$ cat src/rtl/spongent_if.sv
// spongent_if: message-in and digest-out valid/ready channels of spongent_control
interface spongent_if #(
    parameter int RATE = 8
);
    logic            msg_valid, msg_ready, msg_last, out_valid, out_ready;
    logic [RATE-1:0] msg_data, digest_data;
    modport master (output msg_valid, msg_data, msg_last, out_ready, input msg_ready, out_valid, digest_data);
    modport slave  (input msg_valid, msg_data, msg_last, out_ready, output msg_ready, out_valid, digest_data);
endinterface

$ cat src/rtl/spongent_control.sv
// spongent_control: sequencing FSM driving the SPONGENT absorb/squeeze datapath
module spongent_control #(
    parameter int RATE        = 8,
    parameter int HASH_BLOCKS = 16,
    parameter int ROUND_LIMIT = 127
) (
    input  logic            clk,
    input  logic            rst_n,
    spongent_if.slave       bus,
    input  logic            start,
    output logic            busy,
    output logic            done,
    output logic            error,
    output logic [RATE-1:0] dp_data_in,
    input  logic [RATE-1:0] dp_data_out,
    output logic            reset_state,
    output logic            sample_state,
    output logic            init_lfsr,
    output logic            update_lfsr,
    output logic            select_message,
    input  logic            lfsr_all_1
);
    localparam int CW = $clog2(ROUND_LIMIT + 1);
    localparam int BW = HASH_BLOCKS > 1 ? $clog2(HASH_BLOCKS) : 1;
    typedef enum logic [2:0] {IDLE, CLEAR, WAIT_MSG, ABS_ROUND, SQZ_OUT, SQZ_ROUND, ERROR} state_t;
    state_t          state, state_nx;
    logic [CW-1:0]   round_cnt;
    logic [BW-1:0]   blk_cnt;
    logic [RATE-1:0] msg_reg;
    logic            last_reg, first_round, done_q;
    logic            msg_hs, out_hs, in_round, last_blk, wd_hit;
    assign msg_hs         = state == WAIT_MSG && bus.msg_valid;
    assign out_hs         = state == SQZ_OUT && bus.out_ready;
    assign in_round       = state == ABS_ROUND || state == SQZ_ROUND;
    assign last_blk       = blk_cnt == BW'(HASH_BLOCKS - 1);
    assign wd_hit         = round_cnt == CW'(ROUND_LIMIT - 1);
    assign bus.msg_ready  = state == WAIT_MSG;
    assign bus.out_valid  = state == SQZ_OUT;
    assign bus.digest_data = state == SQZ_OUT ? dp_data_out : '0;
    assign busy           = state != IDLE && state != ERROR;
    assign error          = state == ERROR;
    assign done           = done_q;
    assign dp_data_in     = msg_reg;
    assign reset_state    = state == CLEAR;
    assign sample_state   = in_round;
    assign update_lfsr    = in_round;
    assign select_message = state == ABS_ROUND && first_round;
    assign init_lfsr      = msg_hs || (out_hs && !last_blk);
    always_comb begin
        state_nx = state;
        case (state)
            IDLE, ERROR: state_nx = start ? CLEAR : state;
            CLEAR:       state_nx = WAIT_MSG;
            WAIT_MSG:    state_nx = msg_hs ? ABS_ROUND : WAIT_MSG;
            ABS_ROUND:   state_nx = lfsr_all_1 ? (last_reg ? SQZ_OUT : WAIT_MSG) : wd_hit ? ERROR : ABS_ROUND;
            SQZ_OUT:     state_nx = out_hs ? (last_blk ? IDLE : SQZ_ROUND) : SQZ_OUT;
            SQZ_ROUND:   state_nx = lfsr_all_1 ? SQZ_OUT : wd_hit ? ERROR : SQZ_ROUND;
            default:     state_nx = IDLE;
        endcase
    end
    always_ff @(posedge clk) begin
        if (!rst_n) begin
            state       <= IDLE;
            round_cnt   <= '0;
            blk_cnt     <= '0;
            msg_reg     <= '0;
            last_reg    <= 1'b0;
            first_round <= 1'b0;
            done_q      <= 1'b0;
        end else begin
            state       <= state_nx;
            round_cnt   <= in_round ? round_cnt + 1'b1 : '0;
            blk_cnt     <= (state == CLEAR || state == ABS_ROUND) ? '0 : out_hs ? blk_cnt + 1'b1 : blk_cnt;
            first_round <= msg_hs;
            done_q      <= out_hs && last_blk;
            if (msg_hs) begin
                msg_reg  <= bus.msg_data;
                last_reg <= bus.msg_last;
            end
        end
    end
endmodule

$ cat src/flat_wrapper.sv
// flat-port wrapper written by rule: the top's interface ports become plain ports
module spongent_control_flat 
#(
    parameter int RATE        = 8,
    parameter int HASH_BLOCKS = 16,
    parameter int ROUND_LIMIT = 127
)
  (clk, rst_n, start, busy, done, error, dp_data_in, dp_data_out, reset_state, sample_state, init_lfsr, update_lfsr, select_message, lfsr_all_1, bus_msg_valid, bus_msg_data, bus_msg_last, bus_out_ready, bus_msg_ready, bus_out_valid, bus_digest_data);
  spongent_if #(.RATE(RATE)) bus_i ();
  input  logic clk;
  input  logic rst_n;
  input  logic start;
  output logic busy;
  output logic done;
  output logic error;
  output logic [RATE-1:0] dp_data_in;
  input  logic [RATE-1:0] dp_data_out;
  output logic reset_state;
  output logic sample_state;
  output logic init_lfsr;
  output logic update_lfsr;
  output logic select_message;
  input  logic lfsr_all_1;
  input wire logic [$bits(bus_i.msg_valid)-1:0] bus_msg_valid;
  input wire logic [$bits(bus_i.msg_data)-1:0] bus_msg_data;
  input wire logic [$bits(bus_i.msg_last)-1:0] bus_msg_last;
  input wire logic [$bits(bus_i.out_ready)-1:0] bus_out_ready;
  output wire logic [$bits(bus_i.msg_ready)-1:0] bus_msg_ready;
  output wire logic [$bits(bus_i.out_valid)-1:0] bus_out_valid;
  output wire logic [$bits(bus_i.digest_data)-1:0] bus_digest_data;
  assign bus_i.msg_valid = bus_msg_valid;
  assign bus_i.msg_data = bus_msg_data;
  assign bus_i.msg_last = bus_msg_last;
  assign bus_i.out_ready = bus_out_ready;
  assign bus_msg_ready = bus_i.msg_ready;
  assign bus_out_valid = bus_i.out_valid;
  assign bus_digest_data = bus_i.digest_data;
  spongent_control #(.RATE(RATE), .HASH_BLOCKS(HASH_BLOCKS), .ROUND_LIMIT(ROUND_LIMIT)) u_core (.clk(clk), .rst_n(rst_n), .bus(bus_i), .start(start), .busy(busy), .done(done), .error(error), .dp_data_in(dp_data_in), .dp_data_out(dp_data_out), .reset_state(reset_state), .sample_state(sample_state), .init_lfsr(init_lfsr), .update_lfsr(update_lfsr), .select_message(select_message), .lfsr_all_1(lfsr_all_1));
endmodule
$ cat config.mk
export PLATFORM = sky130hd
export DESIGN_NAME = spongent_control_flat
export DESIGN_NICKNAME = d
export VERILOG_FILES = /design/src/rtl/spongent_if.sv /design/src/rtl/spongent_control.sv /design/src/flat_wrapper.sv
export SDC_FILE = /design/constraint.sdc
export NUM_CORES = 1
export LEC_CHECK = 0
export CAP_MARGIN = 20
export CELL_PAD_IN_SITES_DETAIL_PLACEMENT = 1
export CELL_PAD_IN_SITES_GLOBAL_PLACEMENT = 2
export CORE_MARGIN = 4
export CORE_UTILIZATION = 24
export DETAILED_ROUTE_END_ITERATION = 12
export HOLD_SLACK_MARGIN = 0.06
export MAX_ROUTING_LAYER = met4
export PLACE_DENSITY = 0.77
export SLEW_MARGIN = 10
export SYNTH_ARGS = -nofsm -noshare
export SYNTH_HDL_FRONTEND = slang
export SYNTH_SLANG_ARGS = --single-unit
$ cat constraint.sdc
create_clock -name clk -period 1.92 [get_ports clk]
set_clock_uncertainty 0.2 [all_clocks]
set_input_delay 0.384 -clock clk [delete_from_list [all_inputs] [get_ports clk]]
set_output_delay 0.384 -clock clk [all_outputs]
set_load 0.005 [all_outputs]
# After elaboration in Yosys (flattened, before gate mapping)
# Index checks and enable logic that the tools add are counted.
[classes]
add_sub_neg = 2
n_eq_ne = 10
mux = 11
bitwise = 1
reduce_logical = 15
[ops]
columns = ["operator", "n"]
rows = [
  ["$mux W3", 7],
  ["$pmux W3 S6", 1],
  ["$eq A3 B3 Y1 const B", 3],
  ["$mux W8", 1],
  ["$add A7 B1 Y7 const B", 1],
  ["$eq A7 B7 Y1 const B", 1],
  ["$eq A3 B2 Y1 const B", 2],
  ["$logic_and A1 B1 Y1", 6],
  ["$add A4 B1 Y4 const B", 1],
  ["$eq A4 B4 Y1 const B", 1],
  ["$reduce_or A2 Y1", 2],
  ["$eq A3 B1 Y1 const B", 1],
  ["$logic_not A3 Y1", 1],
  ["$logic_or A1 B1 Y1", 3],
  ["$ne A3 B3 Y1 const B", 1],
  ["$reduce_bool A3 Y1", 1],
  ["$mux W2", 1],
  ["$ne A2 B2 Y1 const B", 1],
  ["$reduce_and A2 Y1", 1],
  ["$logic_not A1 Y1", 1],
  ["$mux W1", 1],
  ["$not A1 Y1", 1],
]
[word_totals]
ff_bits = 25
inputBits = 23

# Logic depth before layout (Yosys ltp)
# Gate-level depths: netlist (run 1).
[depth]
depth_word = 4
mapped_depth = 6
mapped_depth_nobuf = 6

# Worst setup path before layout (run 1)
# OpenSTA, ideal clock, no wires.
[synth_timing]
path_kind = "reg2out"
from = "reg u_core.state[2]"
to = "out update_lfsr"
arrival_time_ns = 0.966
path_slack_ns = 0.370
path_stages_with_launch = 5
path_buffers = 2
cell_sequence = "dfxtp_1 > buf_4 > xor2_2 > and2_2 > buf_4"
[synth_via]
elab_chain_len = 2
elab_cells_between_ends = 3
classes_between = "eq/ne (2); reduce/logical (1)"
[synth_rtl]
columns = ["element", "line_no", "text"]
rows = [
  ["from (decl)", "spongent_control.sv:26", "state_t state, state_nx;"],
  ["from (signal assigned)", "spongent_control.sv:71", "state <= state_nx;"],
  ["$eq A3 B2 Y1 / $eq A3 B3 Y1 (equally long branches)", "spongent_control.sv:34", "assign in_round = state == ABS_ROUND || state == SQZ_ROUND;"],
  ["$logic_or A1 B1 Y1 (*)", "spongent_control.sv:34", ""],
  ["to (decl)", "flat_wrapper.sv:21", "output logic update_lfsr;"],
]
# Mark *: on every way between the ends. The rest lies on a longest branch, timed or not.

# Final worst setup path (run 1)
[layout_timing]
from = "in bus_out_ready"
to = "out init_lfsr"
[layout_via]
elab_chain_len = 3
[layout_rtl]
columns = ["element", "line_no", "text"]
rows = [
  ["from (decl)", "flat_wrapper.sv:27", "input wire logic [$bits(bus_i.out_ready)-1:0] bus_out_ready;"],
  ["$logic_and A1 B1 Y1", "spongent_control.sv:33", "assign out_hs = state == SQZ_OUT && bus.out_ready;"],
  ["$logic_and A1 B1 Y1", "spongent_control.sv:48", "assign init_lfsr = msg_hs || (out_hs && !last_blk);"],
  ["$logic_or A1 B1 Y1", "spongent_control.sv:48", ""],
  ["to (decl)", "flat_wrapper.sv:20", "output logic init_lfsr;"],
]
# Every way passes these cells.

==> results of run 1 <==
[repair_timing]
| action | in CTS | in global routing |
|---|---|---|
| buffers inserted | 6 | 3 |
| pin swaps | 5 | 1 |
| hold endpoints to repair | 0 | 0 |
| gates resized for setup | 53 | 28 |
| endpoints found under the setup margin | 17 | 14 |
| gates cloned | 0 | 1 |
[kinds of logic after synthesis]
group | count (synthesis) | share of synthesized area (%)
adder cells (fa/ha/maj) | 3 | 3.049
buffers and inverters | 10 | 4.573
XOR/XNOR | 9 | 7.013
AND/OR/NAND/NOR | 77 | 33.33
AO/OA/AOI/OAI | 20 | 11.38
flip-flops | 25 | 40.65
[worst min path at each step]
stage          cells past startpoint            startpoint                   end
6_report                           2  u_core.dp_data_in[5]  u_core.dp_data_in[5]
5_1_grt                            2  u_core.dp_data_in[5]  u_core.dp_data_in[5]
4_1_cts                            2  u_core.dp_data_in[5]  u_core.dp_data_in[5]
3_5_place_dp                       2  u_core.dp_data_in[7]  u_core.dp_data_in[7]
3_3_place_gp                       2  u_core.dp_data_in[0]  u_core.dp_data_in[0]
2_1_floorplan                      1   u_core.round_cnt[0]   u_core.round_cnt[0]
[synth_stat cells (2+ instances only)]
| cell | number |
|---|---|
| nand2_1 | 24 |
| buf_4 | 3 |
| xor2_1 | 6 |
| o21ai_0 | 3 |
| clkbuf_1 | 3 |
| nand2_2 | 2 |
| a21boi_1 | 9 |
| a31oi_1 | 2 |
| and2_1 | 3 |
| and3_1 | 14 |
| xnor2_1 | 2 |
| nand3_1 | 5 |
| ha_1 | 3 |
| nor2_1 | 14 |
| nand3b_1 | 4 |
| o21a_1 | 2 |
| nor2b_1 | 2 |
| inv_1 | 3 |
| a32oi_1 | 2 |
| nand2b_1 | 3 |
| dfxtp_1 | 25 |
[critical path, cell delays in order]
cell and delay [ns]:
clkdlybuf4s50_1 0.48, nand3_1 0.11, o21a_1 0.20, inv_1 0.05
buf_2 0.10
[routing by layer]
| layer | wire, um | part of all wire [%] |
|---|---|---|
| met1 | 1861 | 44 |
| met2 | 2047 | 48 |
| met3 | 278 | 6.6 |
| met4 | 45 | 1.1 |
| met5 | 0 | 0 |
[power groups by stage]
stage          Clock (W)  Combinational (W)  Sequential, W
2_1_floorplan          0          0.0000975       0.000560
3_3_place_gp           0           0.000263       0.000561
3_5_place_dp           0           0.000269       0.000561
4_1_cts         0.000339           0.000304       0.000553
5_1_grt         0.000356           0.000369       0.000556
6_report        0.000323           0.000341       0.000553
[cell usage in the layout, fill, tap and decap left out, types with 2 or more instances in the layout]
| cell | Yosys | layout |
|---|---|---|
| inv_1 | 3 | 2 |
| clkbuf_8 | 0 | 3 |
| a21boi_1 | 9 | 9 |
| nand2_1 | 24 | 24 |
| buf_2 | 0 | 3 |
| o21ai_0 | 3 | 3 |
| nand3_1 | 5 | 5 |
| xor2_1 | 6 | 6 |
| buf_4 | 3 | 26 |
| and3_1 | 14 | 12 |
| a31oi_1 | 2 | 2 |
| dfxtp_4 | 0 | 3 |
| and3_4 | 0 | 2 |
| a32oi_1 | 2 | 2 |
| xnor2_1 | 2 | 2 |
| and2_1 | 3 | 3 |
| nor2_1 | 14 | 11 |
| nand3b_1 | 4 | 4 |
| buf_6 | 1 | 5 |
| clkbuf_2 | 0 | 10 |
| ha_1 | 3 | 2 |
| clkdlybuf4s50_1 | 0 | 31 |
| nor2_4 | 0 | 3 |
| nand2b_4 | 0 | 2 |
| dfxtp_1 | 25 | 21 |
| clkdlybuf4s15_1 | 0 | 2 |
| o21a_1 | 2 | 2 |
[stage by stage]
| stage | cell area, um^2 | total power [W] | TNS [ns] |
|---|---|---|---|
| detailed placement | 1916 | 0.0008296 | -2.032 |
| finish | 2074 | 0.001217 | 0 |
| floorplan | 1231 | 0.0006573 | 0 |
| global route | 2074 | 0.001281 | -0.09173 |
| global placement | 1916 | 0.0008238 | -1.788 |
| CTS | 2061 | 0.001196 | 0 |
[cell type report]
cell class / count / area [um^2] / share of cell area, %
clock buffer: 3 / 41.29 / 1.990
multi-input combinational: 109 / 744.5 / 35.89
sequential: 25 / 513.0 / 24.73
tap: 67 / 83.83 / 4.041
inverter: 3 / 11.26 / 0.5428
clock inverter: 1 / 5.005 / 0.2413
timing repair buffer: 79 / 675.6 / 32.57
==> run summary, run 1 <==
Mapped Cells - 144
Wire length per cell - 14.75 um
Launch point of the worst reg-to-reg path - u_core.state[1]
Post-DP HPWL - 3155 um
Post-Syn Area - 0.001231 mm^2
Initial antenna violation count - 0
Yosys cell types - 31
R2R Setup Slk - 0.32 ns
Routability cong. - 0.7945
Site Rows - 25
Largest net degree at the start of global routing - 15
Register area share after synthesis - 40.65%
Max clock buf depth - 2
Clock power share - 26.6%
Worst r2r path cells - 7
Worst-path clk slew - 0.09 ns
P_leak - 0.8873 nW
1st-pass router iterations - 6
Sw power - 0.0003307 W
Via density - 4.551
CTS Buf Count - 3
CP Data Arrival Time - 1.32 ns
Worst r2r dst - u_core.state[0]
Min Tclk post-route - 1.907 ns
Min setup slack post-route - 0.01307 ns
Maximum VDD drop - 0.3015 mV
DP Cell Count - 274
Post-Syn Area per Cell - 8.550 um^2
Syn_nets - 170
Htree depth - 1
Startpoint types - input pin
Clock sink count - 25
Fin Hold WS - 0.2657 ns
Worst-Margin Slew - 0.3331 ns
Max-slew violations - 0
# DRC - 0
Buffers added on ports - 48
Tcrit/Tclk final - 99.32%
All-Layer GR Usage - 13.77%
Dpl ws - -0.4112 ns
Vias in the first global route - 1440
Die area - 0.006340 mm^2
Initial core utilization - 25.39%
Seq pwr share - 45.5%
Crit Path Category - in2out
Share of layout cells above drive strength 1 - 31.36%
CP Max Fanout - 2
Rel. slew slack - 77.79%
Status - finished clean
Share of Yosys cell area claimed by the top area cell type - 40.65%
RSZ-0062 raised after global routing - yes
Met2 usage - 23.96%
Comb power frac - 28.0%
Count of final hold-check violations - 0
Final core occ - 42.79%
TritonCTS clock tree - yes
Fillcell total - 580
Type of the most critical hold path - reg2reg
#FFs+latches synth - 25
Setup crit start - bus_out_ready
CTS Hold Bufs - 0
Cell taking the most area after synthesis - dfxtp_1
Area contributors post-synth - dfxtp_1 41%, nand2_1 7.3%, and3_1 7.1%
I/O pin cnt - 49
Grt peak-use layer - met2
DR iter-0 viols - 38
Layout area overhead - 68.50%
Sw frac - 27.16%
Die Span Y - 79.63 um
Worst Path Required - 1.34 ns
Final setup violation count - 0
Fmax - 0.5244 GHz
Layout Nets - 247
Non-filler instance count after layout - 287
Crit path capture - init_lfsr
Clock root cell - clkbuf_8
GR Overflow Total - 0
First-pass GRT wire length - 6727 um
Internal power - 0.0008868 W
Most used flip-flop cell after synthesis - dfxtp_1
Element type at the critical path end - output pin
DRT antenna net count - 0
Max-cap violations - 0
Number of synthesized flops with an enable pin - 0
Ys async rst share - 0%
Met3 Use GR - 3.386%
Met1 Resource Use GR - 15.56%
P per Cell Area - 586.9 mW/mm^2
Yosys warns - 0
Worst skew pair latency - 0.27 ns
Final antenna diode count - 0
WL final - 4233 um
Max reg flops - 8
Core area - 0.004848 mm^2
Vias - 1306
Die Wd - 79.63 um
(Power assumes the default switching activity.)
==> run 2, diff against run 1 <==
CORE_UTILIZATION = 25   (was 24)
CTS_BUF_LIST = sky130_fd_sc_hd__clkbuf_4 sky130_fd_sc_hd__clkbuf_8   (was not set)
PLACE_DENSITY = 0.8   (was 0.77)
TNS_END_PERCENT = 20   (was not set)
==> run summary, run 2 (synthesis results as in run 1) <==
Status - complete, but fails checks (was finished clean)
Failing checks - negative setup slack
Rel. slew slack - 78.71% (was 77.79%)
Worst-Margin Slew - 0.3193 ns (was 0.3331 ns)
DR iter-0 viols - 38 (unchanged)
CTS Buf Count - 3 (unchanged)
Max reg flops - 8 (unchanged)
Critical path buffer and inverter count - 4 (was 3)
Die Span Y - 78.18 um (was 79.63 um)
Routability cong. - 0.8140 (was 0.7945)
Htree depth - 1 (unchanged)
Crit Path Category - reg2out (was in2out)
Delay of the slowest cell on the worst path - 0.37 ns (was 0.48 ns)
CP Data Arrival Time - 1.39 ns (was 1.32 ns)
Max-cap violations - 0 (unchanged)
Initial core utilization - 25.89% (was 25.39%)
Vias in the first global route - 1339 (was 1440)
Worst Path Required - 1.34 ns (about the same)
Final core occ - 42.68% (was 42.79%)
Final setup violation count - 3 (was 0)
Commonest non-fill, non-tap cell in the layout - clkdlybuf4s50_1 (unchanged)
Clock root cell - clkbuf_8 (unchanged)
Layout Nets - 244 (was 247)
Dpl ws - -0.4408 ns (was -0.4112 ns)
Initial antenna violation count - 0 (unchanged)
Worst-path clk slew - 0.09 ns (about the same)
TritonCTS clock tree - yes (unchanged)
Min Tclk post-route - 1.977 ns (was 1.907 ns)
Startpoint types - flip-flop (was input pin)
P_leak - 0.8836 nW (was 0.8873 nW)
Worst skew pair latency - 0.26 ns (was 0.27 ns)
# DRC - 0 (unchanged)
Core area - 0.004755 mm^2 (was 0.004848 mm^2)
Layout area overhead - 64.84% (was 68.50%)
CP Max Fanout - 5 (was 2)
CP max-delay cell - dfxtp_4 (was clkdlybuf4s50_1)
Clock sink count - 25 (unchanged)
Most frequent cells in the layout - 30 x clkdlybuf4s50_1, 24 x nand2_1, 23 x buf_4, 21 x dfxtp_1, 13 x and3_1 (was 31 x clkdlybuf4s50_1, 26 x buf_4, 24 x nand2_1, 21 x dfxtp_1, 12 x and3_1)
Fin Hold WS - 0.2624 ns (was 0.2657 ns)
Tcrit/Tclk final - 103.0% (was 99.32%)
Vias - 1280 (was 1306)
WL final - 4203 um (was 4233 um)
Share of layout cells above drive strength 1 - 29.49% (was 31.36%)
CP delay by family, top - buffers and inverters (unchanged)
Type of the most critical hold path - reg2reg (unchanged)
Wire length per cell - 14.80 um (was 14.75 um)
Max clock buf depth - 2 (unchanged)
CP Cell Sequence - buf_4, buf_6, xor2_2, and2_4, buf_6, buf_6 (was clkdlybuf4s50_1, nand3_1, o21a_1, inv_1, buf_2)
Fmax - 0.5057 GHz (was 0.5244 GHz)
Maximum VDD drop - 0.3699 mV (was 0.3015 mV)
1st-pass router iterations - 4 (was 6)
Max-slew violations - 0 (unchanged)
GR Overflow Total - 0 (unchanged)
Buffers added on ports - 48 (unchanged)
P per Cell Area - 572.5 mW/mm^2 (was 586.9 mW/mm^2)
Via density - 4.507 (was 4.551)
Fillcell total - 595 (was 580)
All-Layer GR Usage - 13.55% (was 13.77%)
Die area - 0.006111 mm^2 (was 0.006340 mm^2)
Final antenna diode count - 0 (unchanged)
Site Rows - 25 (unchanged)
Element type at the critical path end - output pin (unchanged)
Post-DP HPWL - 3103 um (was 3155 um)
RSZ-0062 raised after global routing - yes (unchanged)
I/O pin cnt - 49 (unchanged)
Count of final hold-check violations - 0 (unchanged)
First-pass GRT wire length - 6389 um (was 6727 um)
Die Wd - 78.18 um (was 79.63 um)
Largest net degree at the start of global routing - 15 (unchanged)
Min setup slack post-route - -0.05746 ns (was 0.01307 ns)
DRT antenna net count - 0 (unchanged)
Most frequent CP cell - buf_6
Final Total Pwr - 0.001162 W (was 0.001217 W)
-- run 2: changes by cell type in the layout (fill, tap and decap cells not counted), sizes merged --
cell,before,now
buf,35,32
clkdlybuf4s50,31,30
dlymetal6s2s,0,1
-- run 2: worst register-to-register path: stages (launching register included) --
cell and delay, ns:
dfxtp_4 0.37, buf_6 0.12, buf_4 0.12, buf_4 0.14, and4bb_2 0.34, nand4_1 0.15
xor2_1 0.17, nor2_1 0.09
-- run 2: path summary, 6_finish.rpt --
path	startpoint	end	slack (ns)	cells past startpoint
hold reg to reg	u_core.dp_data_in[5]	u_core.dp_data_in[5]	0.26	2
hold / removal	u_core.dp_data_in[5]	u_core.dp_data_in[5]	0.26	2
setup reg to reg	u_core.state[1]	u_core.blk_cnt[3]	0.16	7
setup / recovery	u_core.state[1]	update_lfsr	-0.06	6
-- run 2: area by class of cell --
cell class / instances / area, um^2 / area share [%]
tap: 67 / 83.83 / 4.131
clock buffer: 3 / 41.29 / 2.035
clock inverter: 1 / 5.005 / 0.2466
inverter: 3 / 11.26 / 0.5549
multi-input combinational: 109 / 715.7 / 35.27
timing repair buffer: 76 / 659.4 / 32.49
sequential: 25 / 513.0 / 25.28
-- run 2: what timing repair did --
action                                  4_1_cts  5_1_grt
resized for setup                            38       38
hold buffers                                  0        0
buffers inserted                              3        7
gates cloned                                  0        0
pin swaps                                     3        4
endpoints found under the setup margin       17       15
-- run 2: metal layers --
layer / vias to the layer above / part of all wire [%] / wire length, um / global-route usage (%)
li1: 631 / - / - / -
met4: 0 / 1.4 / 57 / 4.895
met5: - / 0 / 0 / -
met2: 46 / 49 / 2068 / 24.14
met1: 597 / 45 / 1896 / 15.28
met3: 6 / 4.3 / 180 / 2.179
-- run 2: report_power, final --
part / switching, W / leakage, nW / internal, W / total [W]
clock network: 0.000167 / 0.0255 / 0.000145 / 0.000311
registers: 0.0000179 / 0.205 / 0.000535 / 0.000553
logic: 0.000123 / 0.653 / 0.000174 / 0.000297
total: 0.000307 / 0.884 / 0.000854 / 0.00116
-- run 2: through the flow --
| stage | cells | instance area (um^2) | TNS, ns |
|---|---|---|---|
| after global routing | 284 | 2029 | -0.3977 |
| after global placement | 270 | 1886 | -1.979 |
| after CTS | 277 | 1982 | -0.4237 |
| after detailed placement | 270 | 1886 | -2.131 |
| final | 284 | 2029 | -0.1228 |
| after floorplan | 144 | 1231 | 0 |
==> run 3, diff against run 2 <==
--- a/config.mk
+++ b/config.mk
@@ -11,3 +11,3 @@
 export CORE_MARGIN = 4
-export CORE_UTILIZATION = 25
+export CORE_UTILIZATION = 22
 export CTS_BUF_LIST = sky130_fd_sc_hd__clkbuf_4 sky130_fd_sc_hd__clkbuf_8
@@ -16,3 +16,3 @@
 export MAX_ROUTING_LAYER = met4
-export PLACE_DENSITY = 0.8
+export PLACE_DENSITY = 0.74
 export SLEW_MARGIN = 10
==> constraint.sdc (replaced) <==
create_clock -name clk -period 1.68 [get_ports clk]
set_clock_uncertainty 0.2 [all_clocks]
set_input_delay 0.252 -clock clk [delete_from_list [all_inputs] [get_ports clk]]
set_output_delay 0.252 -clock clk [all_outputs]
set_load 0.005 [all_outputs]
==> run summary, run 3 (synthesis results as in run 1) <==
CP Max Fanout - 4 (was 5)
Rel. slew slack - 88.22% (was 78.71%)
Failing checks - negative setup slack (unchanged)
Final setup violation count - 1 (was 3)
Layout Nets - 253 (was 244)
Tcrit/Tclk final - 106.2%
WL final - 4031 um (was 4203 um)
Die Span Y - 82.81 um (was 78.18 um)
Clock sink count - 25 (unchanged)
Via density - 4.402 (was 4.507)
Final antenna diode count - 0 (unchanged)
Worst skew pair latency - 0.27 ns (was 0.26 ns)
CP Data Arrival Time - 1.33 ns (was 1.39 ns)
Initial core utilization - 23.36% (was 25.89%)
CTS Hold Bufs - 0 (unchanged)
Max-slew violations - 0 (unchanged)
Non-filler instance count after layout - 296 (was 284)
Core area - 0.005270 mm^2 (was 0.004755 mm^2)
Worst Path Required - 1.23 ns (was 1.34 ns)
Vias in the first global route - 1379 (was 1339)
Max clock buf depth - 2 (unchanged)
Min setup slack post-route - -0.1043 ns (was -0.05746 ns)
DP Cell Count - 282 (was 270)
Max reg flops - 8 (unchanged)
Internal power - 0.001042 W (was 0.0008544 W)
Fmax - 0.5604 GHz
Count of final hold-check violations - 0 (unchanged)
Maximum VDD drop - 0.4497 mV (was 0.3699 mV)
Layout area overhead - 74.80% (was 64.84%)
CTS Buf Count - 3 (unchanged)
RSZ-0062 raised after global routing - yes (unchanged)
Type of the most critical hold path - reg2reg (unchanged)
Initial antenna violation count - 0 (unchanged)
I/O pin cnt - 49 (unchanged)
Die Wd - 82.81 um (was 78.18 um)
P per Cell Area - 655.1 mW/mm^2 (was 572.5 mW/mm^2)
Element type at the critical path end - output pin (unchanged)
Post-DP HPWL - 3002 um (was 3103 um)
Commonest non-fill, non-tap cell in the layout - clkdlybuf4s50_1 (unchanged)
GR Overflow Total - 0 (unchanged)
Wire length per cell - 13.62 um (was 14.80 um)
Seq pwr share - 44.9% (was 47.6%)
Die area - 0.006858 mm^2 (was 0.006111 mm^2)
Clock root cell - clkbuf_8 (unchanged)
Clock power share - 25.4% (was 26.8%)
DR iter-0 viols - 34 (was 38)
1st-pass router iterations - 4 (unchanged)
Worst-Margin Slew - 0.1762 ns (was 0.3193 ns)
Site Rows - 26 (was 25)
Max-cap violations - 0 (unchanged)
Dpl ws - -0.3990 ns (was -0.4408 ns)
First-pass GRT wire length - 6555 um (was 6389 um)
DRT antenna net count - 0 (unchanged)
TritonCTS clock tree - yes (unchanged)
Worst-path clk slew - 0.09 ns (about the same)
Status - complete, but fails checks (unchanged)
Setup TNS - -0.1043 ns (was -0.1228 ns)
Vias - 1303 (was 1280)
Sw power - 0.0003681 W (was 0.0003075 W)
Comb power frac - 29.8% (was 25.6%)
Startpoint types - flip-flop (unchanged)
Routability cong. - 0.8448 (was 0.8140)
P_leak - 0.9346 nW (was 0.8836 nW)
Htree depth - 1 (unchanged)
Buffers added on ports - 48 (unchanged)
Fillcell total - 637 (was 595)
Final core occ - 40.84% (was 42.68%)
Sw frac - 26.11% (was 26.46%)
Crit Path Category - reg2out (unchanged)
Share of layout cells above drive strength 1 - 35.84% (was 29.49%)
Most frequent cells in the layout - 31 x clkdlybuf4s50_1, 28 x buf_4, 24 x nand2_1, 20 x dfxtp_1, 13 x buf_6 (was 30 x clkdlybuf4s50_1, 24 x nand2_1, 23 x buf_4, 21 x dfxtp_1, 13 x and3_1)
Largest net degree at the start of global routing - 15 (unchanged)
# DRC - 0 (unchanged)
Min Tclk post-route - 1.784 ns
All-Layer GR Usage - 11.46% (was 13.55%)
Fin Hold WS - 0.2616 ns (was 0.2624 ns)
run 3: cell types whose count changed in the layout (fill, tap and decap cells not counted), moves of 2 or more:
cell             delta
buf_2               +5
buf_4               +5
buf_6               +5
clkbuf_2            -5
clkdlybuf4s15_1     -2
run 3: critical path, stage by stage, from the launching register on:
cell	delay [ns]
dfxtp_4	0.39
nor3b_4	0.20
buf_4	0.15
nand2_4	0.05
o21a_1	0.13
inv_1	0.05
buf_2	0.10
run 3: power groups by stage:
stage	sequential (W)	clock, W	combinational, W
final	0.000633	0.000358	0.000419
after floorplan	0.000640	0	0.000111
after global placement	0.000642	0	0.000307
after detailed placement	0.000643	0	0.000309
after CTS	0.000632	0.000379	0.000380
after global routing	0.000636	0.000402	0.000454
run 3: metrics by stage:
| stage | total power, W | area [um^2] |
|---|---|---|
| 6_report | 0.001410 | 2152 |
| 5_1_grt | 0.001492 | 2152 |
| 4_1_cts | 0.001390 | 2116 |
| 3_5_place_dp | 0.0009527 | 1969 |
| 3_3_place_gp | 0.0009483 | 1969 |
| 2_1_floorplan | 0.0007512 | 1231 |
run 3: area by class of cell:
cell class	count	area (um^2)	share of cell area (%)
sequential	25	514.2	23.90
clock buffer	3	41.29	1.919
tap	70	87.58	4.070
clock inverter	1	5.005	0.2326
inverter	3	13.76	0.6395
timing repair buffer	85	753.2	35.00
multi-input combinational	109	737.0	34.24
run 3: metal layers:
layer	global-route usage, %	part of all wire (%)	vias to the layer above
met5	-	0	-
met3	2.178	5.5	7
met2	18.59	47	51
li1	-	-	647
met1	14.47	46	598
met4	3.418	2.1	0
run 3: timing repair:
action | in CTS | in global routing
gates resized for setup | 72 | 27
buffers inserted | 6 | 3
gates cloned | 1 | 0
endpoints found under the hold margin | 0 | 0
pin swaps | 5 | 5
endpoints found under the setup margin | 19 | 18
run 3: worst paths after layout:
kind | endpoint | slack [ns] | startpoint | depth (start not counted)
hold reg to reg | u_core.dp_data_in[7] | 0.26 | u_core.dp_data_in[7] | 2
setup / recovery | init_lfsr | -0.10 | u_core.state[1] | 6
setup reg to reg | u_core.blk_cnt[3] | 0.07 | u_core.state[1] | 6
hold / removal | u_core.dp_data_in[7] | 0.26 | u_core.dp_data_in[7] | 2
